## src/rtl/ap_unsi_div_8b4b_pkg.sv

```systemverilog
// Shared types and sizing helpers for the unsigned restoring divider
// (ap_unsi_div_8b4b). The optional approximate mode is selected by the
// AP_DIV_TRUNC_EN macro; the helpers below take that choice as an argument.
package ap_div_pkg;

    // Controller states of the iterative divider.
    typedef enum logic [1:0] {
        IDLE = 2'd0,
        CALC = 2'd1,
        DONE = 2'd2
    } state_e;

    // Default divisor/remainder width; dividend and quotient are twice this.
    localparam int DW_DEF    = 4;
    // Default number of low quotient bits skipped in approximate mode.
    localparam int TRUNC_DEF = 2;

    // Number of restoring steps for one division.
    function automatic int f_nstep(input int dw, input int trunc, input bit trunc_en);
        int n;
        if (trunc_en) begin
            n = 2 * dw - trunc;
        end else begin
            n = 2 * dw;
        end
        return n;
    endfunction

    // Width of the step counter, which counts NSTEP-1 down to 0.
    function automatic int f_cnt_w(input int nstep);
        int w;
        if (nstep <= 1) begin
            w = 1;
        end else begin
            w = $clog2(nstep);
        end
        return w;
    endfunction

endpackage

```

## src/rtl/ap_unsi_div_8b4b_div_step.sv

```systemverilog
// One combinational restoring-division step: shift the partial remainder
// left by the next dividend bit, trial-subtract the divisor and keep the
// difference when it does not borrow. The quotient bit reports that choice.
module div_step #(
    parameter int DW = 4
) (
    input  logic [DW:0]   i_prem,
    input  logic          i_bit,
    input  logic [DW-1:0] i_dvs,
    output logic [DW:0]   o_prem,
    output logic          o_qbit
);

    logic [DW+1:0] w_shift;
    logic [DW:0]   w_diff;
    logic          w_ge;

    // The partial remainder is always below the divisor, so after the
    // shift it needs DW+1 bits; the extra top bit keeps the compare honest.
    assign w_shift = {i_prem, i_bit};
    assign w_ge    = (w_shift >= {2'b00, i_dvs});
    assign w_diff  = w_shift[DW:0] - {1'b0, i_dvs};
    assign o_prem  = w_ge ? w_diff : w_shift[DW:0];
    assign o_qbit  = w_ge;

endmodule

```

## src/rtl/ap_unsi_div_8b4b.sv

```systemverilog
// Sequential unsigned radix-2 restoring divider: 2*DW-bit dividend by a
// DW-bit divisor, one quotient bit per clock, valid/ready on both sides and
// a single operation in flight. Defining AP_DIV_TRUNC_EN selects the
// approximate mode that skips the low TRUNC quotient bits and drives rem=0.
module ap_unsi_div_8b4b
    import ap_div_pkg::*;
#(
    parameter int DW    = DW_DEF,
    parameter int TRUNC = TRUNC_DEF
) (
    input  logic            clk,
    input  logic            rst_n,
    input  logic            in_vld,
    output logic            in_rdy,
    input  logic [2*DW-1:0] dvd,
    input  logic [DW-1:0]   dvs,
    output logic            out_vld,
    input  logic            out_rdy,
    output logic [2*DW-1:0] quo,
    output logic [DW-1:0]   rem,
    output logic            dz
);

`ifdef AP_DIV_TRUNC_EN
    localparam bit TRUNC_EN = 1'b1;
`else
    localparam bit TRUNC_EN = 1'b0;
`endif
    localparam int NSTEP = f_nstep(DW, TRUNC, TRUNC_EN);
    localparam int CW    = f_cnt_w(NSTEP);

    state_e          r_state;
    logic            r_in_rdy;
    logic            r_out_vld;
    logic [2*DW-1:0] r_quo;
    logic [DW-1:0]   r_rem;
    logic            r_dz;
    logic [CW-1:0]   r_cnt;
    logic [2*DW-1:0] r_dvd;
    logic [DW-1:0]   r_dvs;
    logic [DW:0]     r_prem;
    logic [2*DW-1:0] r_qacc;

    logic [DW:0]     w_prem_next;
    logic            w_qbit;
    logic [2*DW-1:0] w_qacc_next;
    logic [2*DW-1:0] w_quo_fin;
    logic [DW-1:0]   w_rem_fin;

    // Single iterative step, fed by the dividend MSB of the shift register.
    div_step #(
        .DW (DW)
    ) u_step (
        .i_prem (r_prem),
        .i_bit  (r_dvd[2*DW-1]),
        .i_dvs  (r_dvs),
        .o_prem (w_prem_next),
        .o_qbit (w_qbit)
    );

    assign w_qacc_next = {r_qacc[2*DW-2:0], w_qbit};

`ifdef AP_DIV_TRUNC_EN
    // Only the top NSTEP quotient bits were produced; realign them and
    // leave the skipped low bits at zero. The remainder is meaningless here.
    assign w_quo_fin = w_qacc_next << TRUNC;
    assign w_rem_fin = {DW{1'b0}};
`else
    assign w_quo_fin = w_qacc_next;
    assign w_rem_fin = w_prem_next[DW-1:0];
`endif

    // Controller, datapath registers and registered outputs.
    always_ff @(posedge clk or negedge rst_n) begin
        if (!rst_n) begin
            r_state   <= IDLE;
            r_in_rdy  <= 1'b0;
            r_out_vld <= 1'b0;
            r_quo     <= {(2*DW){1'b0}};
            r_rem     <= {DW{1'b0}};
            r_dz      <= 1'b0;
            r_cnt     <= {CW{1'b0}};
            r_dvd     <= {(2*DW){1'b0}};
            r_dvs     <= {DW{1'b0}};
            r_prem    <= {(DW+1){1'b0}};
            r_qacc    <= {(2*DW){1'b0}};
        end else begin
            case (r_state)
                IDLE: begin
                    if (r_in_rdy && in_vld) begin
                        r_dvd    <= dvd;
                        r_dvs    <= dvs;
                        r_in_rdy <= 1'b0;
                        if (dvs == {DW{1'b0}}) begin
                            // Divide by zero finishes at the accepting edge.
                            r_state   <= DONE;
                            r_out_vld <= 1'b1;
                            r_quo     <= {(2*DW){1'b1}};
                            r_rem     <= dvd[DW-1:0];
                            r_dz      <= 1'b1;
                        end else begin
                            r_state <= CALC;
                            r_cnt   <= CW'(NSTEP - 1);
                            r_prem  <= {(DW+1){1'b0}};
                            r_qacc  <= {(2*DW){1'b0}};
                        end
                    end else begin
                        // Covers the first cycle after reset release.
                        r_in_rdy <= 1'b1;
                    end
                end
                CALC: begin
                    r_dvd  <= {r_dvd[2*DW-2:0], 1'b0};
                    r_prem <= w_prem_next;
                    r_qacc <= w_qacc_next;
                    if (r_cnt == {CW{1'b0}}) begin
                        r_state   <= DONE;
                        r_out_vld <= 1'b1;
                        r_quo     <= w_quo_fin;
                        r_rem     <= w_rem_fin;
                        r_dz      <= 1'b0;
                    end else begin
                        r_cnt <= r_cnt - CW'(1);
                    end
                end
                DONE: begin
                    if (out_rdy) begin
                        r_state   <= IDLE;
                        r_out_vld <= 1'b0;
                        r_in_rdy  <= 1'b1;
                    end else begin
                        r_out_vld <= 1'b1;
                    end
                end
                default: begin
                    r_state   <= IDLE;
                    r_in_rdy  <= 1'b0;
                    r_out_vld <= 1'b0;
                end
            endcase
        end
    end

    assign in_rdy  = r_in_rdy;
    assign out_vld = r_out_vld;
    assign quo     = r_quo;
    assign rem     = r_rem;
    assign dz      = r_dz;

endmodule

```

## config.mk

```make
export PLATFORM = sky130hd
export DESIGN_NAME = ap_unsi_div_8b4b
export DESIGN_NICKNAME = d
export VERILOG_FILES = /design/src/rtl/ap_unsi_div_8b4b_pkg.sv /design/src/rtl/ap_unsi_div_8b4b_div_step.sv /design/src/rtl/ap_unsi_div_8b4b.sv
export SDC_FILE = /design/constraint.sdc
export NUM_CORES = 1
export LEC_CHECK = 0
export CAP_MARGIN = 20
export CORE_AREA = 2 2 63 65
export DETAILED_ROUTE_END_ITERATION = 16
export DIE_AREA = 0 0 65 67
export GPL_TIMING_DRIVEN = 0
export PLACE_DENSITY = 0.85
export SYNTH_ARGS = -nofsm -noshare
export SYNTH_HDL_FRONTEND = slang
export SYNTH_SLANG_ARGS = --single-unit
export TNS_END_PERCENT = 5
```

## constraint.sdc

```tcl
create_clock -name clk -period 4.05 [get_ports clk]
set_clock_uncertainty 0.2 [all_clocks]
set_input_delay 0.81 -clock clk [delete_from_list [all_inputs] [get_ports clk]]
set_output_delay 0.81 -clock clk [all_outputs]
set_load 0.02 [all_outputs]
```

==> out/metrics.yaml <==
synthesis:
  synth-edff-count: 0
  synthCells: 194
  synth_nets: 217
  ys_types: 41
  synth_async_sr_flop_share: 1.00
  synth_flop_cell: "dfrtp_1"
  ys_ff_latch: 44
  synth_top_family_by_area: "compound AO/OA/AOI/OAI gates"
  synth-simple-area-share: 0.114
  yosysWarningCount: 0
  synth-compound-area-share: 0.222
  synth_fa_ha_area_frac: 0.0465
  seq_area_frac_synth: 0.538
  synth-xor-area-share: 0.00856
  synth_mux_area_frac: 0.0257
  syn_area_per_cell_sq_um: 10.5
  netlist_area_sq_mm: 0.00205
global_routing:
  grt_overflow: 0
  grt_pass1_vias: 1454
  grt_pass1_wl_mm: 7.09
  grt_antenna_before_repair: 0
  track_usage: 0.221
  grt_start_max_net_pins: 27
place:
  globalplace.congestion: 0.881
  post-place-ws_ns: 1.08
  place_inst: 273
  io_buffer_count: 30
  hpwl_mm: 2.99
final_layout:
  n_antenna_cell: 0
  fin_cells: 281
  multi_input_area_sq_um: 853
  final_common_cell: "dfrtp_1"
  seq_area_sq_mm: 0.00110
  layout_common_cells: "dfrtp_1, clkdlybuf4s50_1, nand2_1"
  drive_above_1_share: 0.0858
  finish.net_count: 255
  n_fill_cell: 289
  area_delta_synth_final_pct: 22.9
power_and_ir_drop:
  power.density_mw_per_mm2: 890
  p_switching_w: 0.000947
  switching_share: 0.423
  max-vdd-ir-drop_v: 0.000482
  seqPwrFrac: 0.348
  power.internal_w: 0.00129
  power_frac_clock: 0.126
  leakagePower_nw: 1.11
  power_frac_comb: 0.526
outcome:
  status: "completed"
timing:
  worst_pin_slew_ns: 0.469
  fin_ws_ns: 1.42
  fin_crit_ns: 2.63
  relSlewSlack: 0.687
  setup_viol: 0
  rsz0062_at_grt: "no"
  fmax_ghz: 0.380
  fin_crit_sh: 0.649
  setup_tns_ns: 0
  slew_viol_final: 0
  hold_viol: 0
cts:
  clk_pin_slew_ns: 0.09
  cts_buffer_depth: 2
  cts_buffers: 5
  hold_buffers: 0
  htreeDepth: 2
  cts.sinks: 44
  cts_tree: "built"
  clockRootBuffer: "clkbuf_8"
  clk_latency_ns: 0.30
  cts.repair.resized: 0
  cts_setup_buffers: 0
critical_path:
  worstSetupPathType: "primary input to flip-flop"
  crit_slowest_cell: "or4_4"
  rr_endpoint: "rem[1]"
  rr_worst_depth: 6
  path_cells: "clkdlybuf4s50_1 > or4_4 > o31ai_4 > mux2_2"
  cp-endpoint: "rem[1]"
  r2r_setup_slack_ns: 1.71
  crit_path_end_kind: "flip-flop"
  cp.arrival_ns: 2.63
  startpoint_type: "primary input"
  slowest_delay_ns: 0.58
  cp.required_ns: 4.05
  r2r_start: "r_prem[1]"
  cp_max_fo: 9
  worstSetupStartpoint: "dvs[1]"
drt:
  route.met2.wl_mm: 1.82
  ant_nets: 0
  wire_per_inst_um: 14.4
  drt-total-wl_mm: 4.04
  wl_met1_mm: 1.92
  drc: 0
  num_vias: 1584
  drt_iter0_markers: 90
  vias_per_cell: 5.64
  firstDrtPassIters: 4
  top_layer: "met4"
  wl_met3_um: 213
die:
  start_util: 0.567
  die_x_um: 65
  coreArea_sq_mm: 0.00361
  num_rows: 22
  die_h_um: 67
  dieArea_sq_mm: 0.00436
  top_level_ports: 31
hold_path:
  min_path_type: "primary input to async pin"
job:
  drv_cap: 0
[worst max-delay path, delay by kind of cell]
family	cells	cell delay, ns
compound gates	1	0.42
buf+inv	1	0.42
mux	1	0.39
simple gates	1	0.58
[sequential cells by signal, indices dropped and copies added, names as in the netlist]
name     count
quo          8
r_dvd        8
r_qacc       7
r_prem       5
r_dvs        4
rem          4
r_cnt        3
r_state      2
dz           1
in_rdy       1
out_vld      1
[kinds of logic (layout without fill, tap and decap cells)]
family          Yosys count  after routing
simple gates             51             51
mux                       5              5
flops                    44             44
fa+ha+maj                 7              7
xor+xnor                  2              2
compound gates           64             64
buf+inv                  21             60
[synth_stat cells, types with 2 or more instances]
cell type	instances	share of area
dfrtp_1	44	0.54
nand2_1	25	0.046
o21ai_0	17	0.042
inv_1	12	0.022
nor2_1	10	0.018
a22o_1	7	0.030
o22a_1	7	0.030
a21oi_1	6	0.015
ha_1	6	0.037
o21a_1	5	0.018
a31oi_1	4	0.012
buf_2	4	0.0098
nand3_1	4	0.0098
a21o_1	3	0.011
a22oi_1	3	0.011
mux2i_1	3	0.015
buf_1	2	0.0037
clkbuf_1	2	0.0037
mux2_2	2	0.011
nand2b_1	2	0.0061
nor2b_1	2	0.0061
nor3_1	2	0.0049
o211ai_1	2	0.0073
o22ai_1	2	0.0061
o2bb2ai_1	2	0.0086
[metrics by stage]
step           hold WS [ns]  utilization  total power [W]  cell area (sq um)
6_report              0.237        0.697          0.00224               2510
5_1_grt               0.259        0.697          0.00243               2510
4_1_cts               0.246        0.697          0.00225               2510
3_5_place_dp          0.264        0.671          0.00196               2420
3_3_place_gp          0.258        0.667          0.00192               2410
2_1_floorplan         0.246            -          0.00160               2050
[worst min-delay path by stage]
| stage | from | endpoint |
|---|---|---|
| 2_1_floorplan | r_dvd[3] | r_dvd[3] |
| 3_3_place_gp | r_dvd[5] | r_dvd[6] |
| 3_5_place_dp | r_dvd[1] | r_dvd[1] |
| 4_1_cts | rst_n | r_prem[3] |
| 5_1_grt | rst_n | r_prem[3] |
| 6_report | rst_n | r_prem[3] |
[routing by layer]
layer  vias up  global-route usage
met1       769               0.301
met5         -                   0
met4         0              0.0957
met3         7              0.0591
li1        765                   -
met2        43               0.331
[power by group through the flow]
stage	logic [W]	registers, W	clock network, W
2_1_floorplan	0.000756	0.000841	0
5_1_grt	0.00132	0.000804	0.000311
4_1_cts	0.00118	0.000778	0.000290
3_5_place_dp	0.00117	0.000787	0
6_report	0.00118	0.000778	0.000281
3_3_place_gp	0.00114	0.000778	0
[cell type report]
cell class              instances  area share
plain buffers                   9      0.0184
clock buffers                   5      0.0274
clock inverters                 3     0.00946
inverters                      12      0.0179
multi-input cells             129       0.339
flip-flops and latches         44       0.438
well taps                      48      0.0239
repair buffers                 31       0.125
Power figures use the tool's default switching activity.
